--- src/rtl/demux_ctrl_pkg.sv ---
// Shared definitions for the burst demux dispatcher: channel count, select width
// and the controller state encoding.
package demux_ctrl_pkg;

  localparam int NUM_CH = 4;
  localparam int CH_W   = 2;

  typedef enum logic {
    IDLE  = 1'b0,
    GRANT = 1'b1
  } state_t;

endpackage

--- src/rtl/rr_pick4.sv ---
// Combinational round-robin picker: the first requesting channel after 'last',
// scanning last+1, last+2, ... modulo four.
module rr_pick4
  import demux_ctrl_pkg::*;
(
  input  logic [NUM_CH-1:0] req,
  input  logic [CH_W-1:0]   last,
  output logic [CH_W-1:0]   gnt_idx,
  output logic              any
);

  logic [CH_W-1:0] idx;

  always_comb begin
    // NOTE: every combinational output gets a default first, so no path leaves it unassigned (no latch).
    gnt_idx = last;
    idx     = last;
    any     = |req;
    // Walk from the farthest offset down to the nearest so the closest requester wins.
    for (int i = NUM_CH; i >= 1; i--) begin
      idx = last + CH_W'(i);
      if (req[idx]) gnt_idx = idx;
    end
  end

endmodule

--- src/rtl/demux_burst_dispatcher.sv ---
// Shares one valid/ready stream among four consumers, granting one enabled channel
// at a time in round-robin order for a fixed burst of beats.
module demux_burst_dispatcher
  import demux_ctrl_pkg::*;
#(
  parameter int DW    = 8,
  parameter int BURST = 4
) (
  input  logic              clk,
  input  logic              rst,
  input  logic              in_valid,
  input  logic [DW-1:0]     in_data,
  output logic              in_ready,
  input  logic [NUM_CH-1:0] en,
  output logic [NUM_CH-1:0] out_valid,
  output logic [DW-1:0]     out_data,
  input  logic [NUM_CH-1:0] out_ready,
  output logic [CH_W-1:0]   sel,
  output logic              busy
);

  localparam logic [7:0] BURST_LAST = 8'(BURST - 1);

  state_t          state;
  logic [CH_W-1:0] sel_q;
  logic [CH_W-1:0] last_q;
  logic [7:0]      cnt;
  logic [CH_W-1:0] pick_idx;
  logic            pick_any;
  logic            granted;
  logic            beat;

  rr_pick4 u_pick (
    .req     (en),
    .last    (last_q),
    .gnt_idx (pick_idx),
    .any     (pick_any)
  );

  // Reset masks the pass-through so nothing handshakes in the reset cycle.
  assign granted = (state == GRANT) && !rst;
  assign beat    = granted && in_valid && out_ready[sel_q];

  always_comb begin
    out_valid = '0;
    if (granted) out_valid[sel_q] = in_valid;
    in_ready = granted && out_ready[sel_q];
    busy     = granted;
    out_data = in_data;
    sel      = rst ? '0 : sel_q;
  end

  always_ff @(posedge clk) begin
    // NOTE: sequential state uses non-blocking assignments so every register sees pre-edge values.
    if (rst) begin
      state  <= IDLE;
      sel_q  <= '0;
      last_q <= CH_W'(NUM_CH - 1);
      cnt    <= '0;
    end else begin
      case (state)
        IDLE: begin
          if (pick_any) begin
            sel_q  <= pick_idx;
            last_q <= pick_idx;
            cnt    <= '0;
            state  <= GRANT;
          end
        end
        GRANT: begin
          // A dropped enable still lets this cycle's beat through, then abandons the burst.
          if (!en[sel_q]) begin
            state <= IDLE;
            cnt   <= '0;
          end else if (beat) begin
            if (cnt == BURST_LAST) begin
              state <= IDLE;
              cnt   <= '0;
            end else begin
              cnt <= cnt + 8'd1;
            end
          end
        end
        default: state <= IDLE;
      endcase
    end
  end

endmodule
--- config.mk ---
export PLATFORM = sky130hd
export DESIGN_NAME = demux_burst_dispatcher
export DESIGN_NICKNAME = d
export VERILOG_FILES = /design/src/rtl/demux_ctrl_pkg.sv /design/src/rtl/rr_pick4.sv /design/src/rtl/demux_burst_dispatcher.sv
export SDC_FILE = /design/constraint.sdc
export NUM_CORES = 1
export LEC_CHECK = 0
export ABC_AREA = 1
export CAP_MARGIN = 5
export CORE_MARGIN = 4
export CORE_UTILIZATION = 51
export CTS_CLUSTER_DIAMETER = 60
export DETAILED_ROUTE_END_ITERATION = 6
export GPL_ROUTABILITY_DRIVEN = 0
export PLACE_DENSITY = 0.81
export SLEW_MARGIN = 20
export SYNTH_ARGS = -nofsm -noshare
export SYNTH_HDL_FRONTEND = slang
export SYNTH_SLANG_ARGS = --single-unit
--- constraint.sdc ---
create_clock -name clk -period 3.75 [get_ports clk]
set_input_delay 0.75 -clock clk [delete_from_list [all_inputs] [get_ports clk]]
set_output_delay 0.75 -clock clk [all_outputs]
set_load 0.005 [all_outputs]
# After elaboration in Yosys (flattened, before gate mapping)
# Cells that the tools add are included.
# totals
regBits,13
word_cells,54
output_inout_bits,16
# op_classes
order_cmp,5
n_eq_ne,3
mux,27
add_sub_neg,4
n_reduce_logical,9
bitwise,2
# ops
op,n
$mux W8,4
$pmux W8 S2,1
$lt A2 B3 Y1 const B,4
$bmux W1 S2,5
$mux W1,10
$add A8 B1 Y8 const B,1
$eq A8 B2 Y1 const B,1
$mux W2,4
$logic_and A1 B1 Y1,5
$add A2 B2 Y2 const B,2
$and A4 B4 Y4,1
$mux W4,1
$reduce_and A2 Y1,2
$reduce_or A4 Y1,1
$ne A3 B3 Y1 const B,1
$add A2 B1 Y2 const B,1
$demux W1 S2,1
$ge A2 B1 Y1 const B,1
$ne A2 B2 Y1 const B,1
$pmux W1 S2,1
$logic_not A1 Y1,1
$not A1 Y1,1

# Longest topological paths before layout
# Gate-level depths: netlist of the first run.
# depth
depth_word,7
depth_mapped,13

# Cells and area by module
# From an unflattened synthesis of the first run, not the netlist that was laid out.
# unflattened
cells_unflattened,168
hier_area_um2,1066.0
# modules_own_cells
module,n_inst,area_per_inst_um2,cells_each
demux_burst_dispatcher,1,862.1,125
rr_pick4,1,203.9,43

# Worst setup path after synthesis of the first run
# Ideal clock, no wire load.
# synth_path
path_type,input port to output port
start,in rst
end,out out_valid[0]
stages,5
required_ps,3000
n_path_buf,0
path_slack_ps,1722
arrival_ps,1278
path_cell_list,inv_2 -> nand2_2 -> nor2_1 -> inv_1 -> nor3_1
# synth_between
elab_chain_len,3
# synth_lines
item,line_no,rtl
start: declaration,demux_burst_dispatcher.sv:10,"input logic rst,"
$logic_not A1 Y1,demux_burst_dispatcher.sv:41,assign granted = (state == GRANT) && !rst;
$logic_and A1 B1 Y1,demux_burst_dispatcher.sv:41,
$mux W4,demux_burst_dispatcher.sv:46,if (granted) out_valid[sel_q] = in_valid;
end: declaration,demux_burst_dispatcher.sv:15,"output logic [NUM_CH-1:0] out_valid,"
# No other way between the ends.

# Final worst setup path of the first run
# Same ends and word-level chain as after synthesis.

==> results of run 1 <==
[per-layer routing]
metal	wire, um	global-route usage	vias to the layer above
met5	0	0	-
met1	1190	0.230	528
met4	6	0.0271	0
met3	216	0.0391	2
met2	1140	0.269	39
li1	-	-	666
[power by group through the flow]
| stage | Combinational, uW | Clock (uW) | Sequential, uW |
|---|---|---|---|
| after floorplan | 373 | 0 | 189 |
| after global placement | 393 | 0 | 228 |
| after detailed placement | 393 | 0 | 228 |
| after CTS | 395 | 88.8 | 225 |
| after global routing | 458 | 95.8 | 233 |
| final | 394 | 84.0 | 227 |
[through the flow]
stage	std cells	total power (uW)	setup slack [ns]	utilization	hold slack, ns
6_report	248	705	0.534	0.600	0.521
5_1_grt	248	787	0.367	0.600	0.531
4_1_cts	248	709	0.519	0.600	0.514
3_5_place_dp	244	622	0.521	0.588	0.500
3_3_place_gp	244	621	0.578	0.588	0.492
2_1_floorplan	211	562	1.72	-	0.472
[synth_stat cells (2+ instances only)]
cell	number	area (sq um)
buf_4	8	60.1
nor2_1	20	75.1
nor3_1	7	35.0
nand3_2	2	20.0
nand2_1	77	289
nand2_2	3	18.8
dfxtp_1	13	260
inv_1	26	97.6
buf_2	2	10.0
a21oi_1	6	30.0
nand4_1	3	18.8
inv_2	2	7.51
nand3_1	31	155
buf_6	3	33.8
[flip-flops by register name, summed over array words and instances, names as in the netlist]
signal / flops
cnt: 8
state: 1
sel_q: 2
last_q: 2
[final timing paths]
path,end,start
setup / recovery,out_valid[0],rst
hold / removal,cnt[6],cnt[6]
setup reg to reg,cnt[1],sel_q[0]
hold reg to reg,cnt[6],cnt[6]
[kinds of logic after synthesis]
kind of cell,Yosys count
and+or+nand+nor,147
adders and majority gates,1
buffers and inverters,42
AOI/OAI and AO/OA,8
DFF,13
[worst min-delay path: cells and delay by family (launching register included)]
family | cells | cell delay, ns
flip-flops | 1 | 0.33
AND/OR/NAND/NOR | 2 | 0.15
[cell type report]
| cell class | instances | area [sq um] |
|---|---|---|
| Clock buffer | 4 | 26.3 |
| Sequential cell | 13 | 260 |
| Tap cell | 28 | 35.0 |
| Fill cell | 227 | 886 |
| Inverter | 29 | 111 |
| Timing Repair Buffer | 18 | 180 |
| Multi-Input combinational cell | 156 | 713 |
==> metrics list, run 1 <==
- Vias after detailed routing: approximately 1200
* Element type at the critical path start: primary input
- Commonest non-fill, non-tap cell in the layout: nand2_1
* Cell Chain, Critical Path: clkdlybuf4s50_1, inv_2, nand2_2, nor2_1, inv_1, nor3_1, clkdlybuf4s50_1
* TritonCTS buffer count: 3
* Number of flops mapped to enable cells by yosys: 0
- Before antenna repair, the detailed router went through 4 iterations.
- Antenna viol nets, final: 0
- Once layout is done, the placed cells without fillers occupy approximately 1300 sq um.
- Crit path buf inv count: 4
- In this run the register-to-register setup slack is roughly 2.1 ns.
- Clock tree synthesis found a total of 13 sinks.
- Int Pwr: approximately 360 uW
- The library cells used most frequently in the layout, excluding fill and tap cells, are nand2_1 (77), nand3_1 (31), inv_1 (26), nor2_1 (20), clkdlybuf4s50_1 (18).
- Along the worst hold path, the cell count comes to 2.
- Timing would allow up to 0.311 GHz.
- CP max stage delay: 0.53 ns
- The total overflow left after global routing is 0.
- After detailed routing, the total wire length is around 2500 um.
- Starting density of the core: 0.537
* Final setup fails: 0
- After synthesis, the largest family of logic cells by area is simple AND/OR/NAND/NOR gates.
- In this run the power spent charging and discharging nets is about 350 uW.
* Least-Margin Pin Slew: around 0.48 ns
* CTS Hold Bufs: 0
* Initial antenna violation count: 0
* Root buffer selected by CTS: clkbuf_4
* Max_slew headroom: 0.681
- The worst setup path is of the in -> out kind.
* RSZ-0062 raised after global routing: no
- Run status: finished, final reports clean
- Setup bufs post-CTS: 0
- Clock buffer depth: 2
- The first routing iteration left 38 violations.
- Counting buffers and inverters, the worst setup path is 7 cells deep.
* Width of the chip: around 56 um
* Residual DRC: 0
- Library cell contributing the largest single delay on the critical path: clkdlybuf4s50_1
- Wire length of the first global-routing pass: 4430 um
* Sequential share of power: 0.322
* Path category of the worst min-delay check: reg -> reg
- Antenna diodes: 0
- The share of total power dissipated in the clock network is 0.119.
* Syn nets: 231
* Fin crit share: 0.858
- Synthesis handed over a netlist of 211 instances.
- The floorplan step set the die height to between 50 and 60 um.
- Of the total synthesized cell area, the portion taken by AND, OR, NAND and NOR gates is 0.556.
- Crit-path leading delay family: buffers and inverters
- Of the total synthesized cell area, the portion taken by full adders, half adders and majority gates is 0.0105.
* Post-cts sizing count: 0
* Post-synthesis compound-gate area fraction: 0.0337
- H-tree depth: 1
- Total of buffers placed on input and output ports: 18
- Of the total synthesized cell area, the portion taken by XOR and XNOR cells is 0.
- Multiplexer share of the synthesized area: 0
- For the worst setup path, the data arrival time is roughly 2.5 ns.
- Worst setup skew after layout: between 0.006 and 0.007 ns
* Depth of the worst register-to-register path: 10
* Kind of end point of the critical path: output pin
- Layout net count: between 200 and 250
* Power share of the combinational group: 0.559
- Pin count of the biggest net entering global routing: 14
- The final hold violation count is 0.
- Max Cap Viol: 0
- Of the synthesized area, sequential elements account for 0.219.
- In this run the power density over the cells is ~530 nW/um^2.
- In the final layout, the share of cells above drive strength 1 is 0.0682.
- Mean Syn Cell Area: ~5.6 sq um
- After clock tree synthesis, the clock-pin slew on the worst setup and hold paths is around 0.080 ns.
* Most instantiated flip-flop cell in the synthesis netlist: dfxtp_1
- The cell that appears most often on the critical path is clkdlybuf4s50_1.
- Synthesized area: 1190 sq um
- Across the VDD grid, the largest voltage drop is roughly 0.38 mV.
- The synthesized netlist contains 22 unique library cells.
* IO Count: 35
- Overall routing resource usage: 0.167
* Number of flip-flops and latches in the synthesized netlist: 13
* Total number of placement rows: 17
- The placed instances occupy a cell area of approximately 1300 sq um.
- The die covers between 3000 and 4000 sq um.
- Relative to the synthesized area, the layout overhead comes to 11.6%.
- In the synthesized netlist the async set-or-reset flop fraction comes to 0.
- Vias per std cell: 4.98
- Clock latency at the later pin of the worst-skew pair: 0.27 ns
* Yosys Warn Count: 0
* Post-route setup TNS: 0 ns
* Required time at the endpoint of the critical path: 3.00 ns
* CTS tree: built
* Leakage power total: 0.000651 uW
- Core Box Area: approximately 2200 sq um
- Worst-path fanout max: 10
- The worst path needs ~3.2 ns of the cycle, external delays included.
- Max-slew violation total from the final report: 0
- The via count of the first global-routing pass is between 1000 and 1500.
- In the final routed layout, each cell accounts on average for around 10 um.
- Once detailed placement completed, the half-perimeter wirelength came to roughly 2000 um.
- Of the total power, the share spent switching nets is 0.493.
Note: power is estimated with default switching activity, not from simulation.
==> run 2, diff against run 1 <==
Settings changed: CORE_UTILIZATION 51 to 40, PLACE_DENSITY 0.81 to 0.65, SETUP_SLACK_MARGIN set to 0.1.
==> metrics list, run 2 (synthesis gave the netlist of run 1 again) <==
- The first global-routing pass estimated between 4000 and 5000 um of wire.
- 1st-pass router iterations: 4
- Commonest non-fill, non-tap cell in the layout: nand2_1
- In this run the number of H-tree levels came out at 1.
* Reg clk slew, reported paths: around 0.080 ns
* Aggregate routed wire length: around 2600 um
- Summing all multi-input logic gate instances after layout gives about 710 sq um.
- Antenna viol nets, final: 0
- The number of clock buffers added by TritonCTS is 3.
* Non-Filler Instances: ~250
- Mean routed wirelength per cell: approximately 10 um
* Max-slew violation total from the final report: 0
- In this run the worst hold path is classified as reg -> reg.
* Least-Margin Pin Slew: about 0.47 ns
* Core Box Area: between 2000 and 3000 sq um
- Share of post-route cells with drive strength above 1: 0.0727
- Compared with the post-synthesis result, the final layout area differs by 12.0%.
- More flip-flops sit in one register than any other, and that register is cnt.
* Length of routed wiring on met1: 1290 um
* Starting density of the core: 0.424
* Vias per std cell: between 4 and 5
- Sequential share of power: 0.320
* Max_slew headroom: 0.687
- Pin count of the biggest net entering global routing: 14
- DIE HEIGHT: ~63 um
- The via count of the first global-routing pass is around 1100.
- Setup bufs post-CTS: 0
- Clock latency at the later pin of the worst-skew pair: approximately 0.28 ns
- Overall routing resource usage: 0.143
- Vias after detailed routing: between 1000 and 1500
* Fin crit share: 0.859
- CTS Hold Bufs: 0
- The number of antenna diodes in the final layout is 0.
- Final setup fails: 0
- Power share of the combinational group: 0.554
- TritonCTS built the clock tree.
- Biggest regs: cnt (8), last_q (2), sel_q (2)
- After detailed placement, the design holds a cell count of 247.
- The worst setup path is launched from a primary input.
- Root buffer selected by CTS: clkbuf_4
- Hold violation total from the final report: 0
* Footprint of the flip-flops and latches: between 200 and 300 sq um
- DR top layer: met4
- Post-cts sizing count: 0
- Minimum setup slack in the final design: ~0.53 ns
- The run finished with clean final reports.
* Drt first-iter violations: 64
* Worst setup skew after layout: 0.00308 ns
- Number of flip-flops in the largest register: 8
* Power density normalized to cell area: around 530 nW/um^2
- The initial antenna violation count came to 0.
- Width of the chip: about 63 um
* Required time at the endpoint of the critical path: ~3.0 ns
- The routed design uses approximately 1100 um of met2 wire.
- Crit path time final: around 3.2 ns
- Met3 routed WL: between 150 and 200 um
- Total of buffers placed on input and output ports: 18
- In this run the count of I/O pins placed on the die edge is 35.
- Clock network fraction of design power: 0.127
* Kind of end point of the critical path: output pin
* Most frequent cells in the layout: nand2_1 (77), nand3_1 (31), inv_1 (26), nor2_1 (20), clkdlybuf4s50_1 (18)
- Max Cap Viol: 0
* Setup Crit Path Kind: in -> out
- Setup repair after global routing left no endpoint under its margin.
- Total number of placement rows: 19
- The filler cells instantiated in the layout total between 300 and 400.
- Post-route setup TNS: 0 ns
- The floorplan step defined a die boundary enclosing just under 4000 sq um.
* Clock buffer depth: 2
- At the end of the flow, the number of nets in the layout was between 200 and 250.
- Residual DRC: 0
* Int Pwr: about 360 uW
* Maximum frequency from static timing analysis: a little over 0.3 GHz
- After global routing the overflow that remains totals 0.
- Data arrival time at the worst-slack endpoint: 2.47 ns
- Leakage power total: ~0.00065 uW
* Worst-path fanout max: 10
- OpenSTA, run right after detailed placement, puts the worst setup slack at between 0.5 and 0.6 ns.
* Worst VDD drop: between 0.2 and 0.3 mV
- Switch Pwr: roughly 360 uW
* Clock Sink Count: 13
* Power consumption: roughly 710 uW
* DP Wirelength: 2010 um
- Sw Share: 0.501
[run 2: cell types whose count changed in the layout (fill, tap and decap cells not counted)]
cell	delta
clkinv_2	+1
clkbuf_1	-1
[run 2: layout make-up]
class	count	area share
clock inverter	1	0.00376
timing repair buffer	18	0.135
tap	31	0.0291
inverter	29	0.0836
clock buffer	3	0.0169
multi-input combinational	156	0.536
sequential	13	0.195
[run 2: worst max-delay path: stages]
cell and delay, ns:
clkdlybuf4s50_1 0.54, inv_2 0.22, nand2_2 0.09, nor2_1 0.13, inv_1 0.09, nor3_1 0.13
clkdlybuf4s50_1 0.53
[run 2: worst paths after layout]
kind / startpoint / endpoint / slack [ns] / cells after the start
worst max-delay path: rst / out_valid[2] / 0.53 / 7
worst min-delay path: cnt[6] / cnt[6] / 0.53 / 2
worst max register to register: sel_q[0] / cnt[0] / 2.10 / 10
worst min register to register: cnt[6] / cnt[6] / 0.53 / 2
[run 2: metal layers]
| metal | global-route usage | up-vias |
|---|---|---|
| met3 | 0.0468 | 2 |
| met5 | 0 | - |
| met4 | 0.0275 | 0 |
| li1 | - | 672 |
| met1 | 0.198 | 509 |
| met2 | 0.218 | 26 |
[run 2: metrics by stage]
step	utilization	area (sq um)	hold WS [ns]
5_1_grt	0.475	1330	0.562
4_1_cts	0.475	1330	0.524
2_1_floorplan	-	1190	0.472
3_3_place_gp	0.465	1300	0.503
3_5_place_dp	0.465	1300	0.512
6_report	0.475	1330	0.529
[run 2: power by group through the flow]
stage / Combinational [uW] / Clock [uW] / Sequential (uW)
6_report: 394 / 90.1 / 227
5_1_grt: 460 / 104 / 235
4_1_cts: 397 / 95.5 / 226
3_5_place_dp: 396 / 0 / 229
3_3_place_gp: 401 / 0 / 231
2_1_floorplan: 373 / 0 / 189
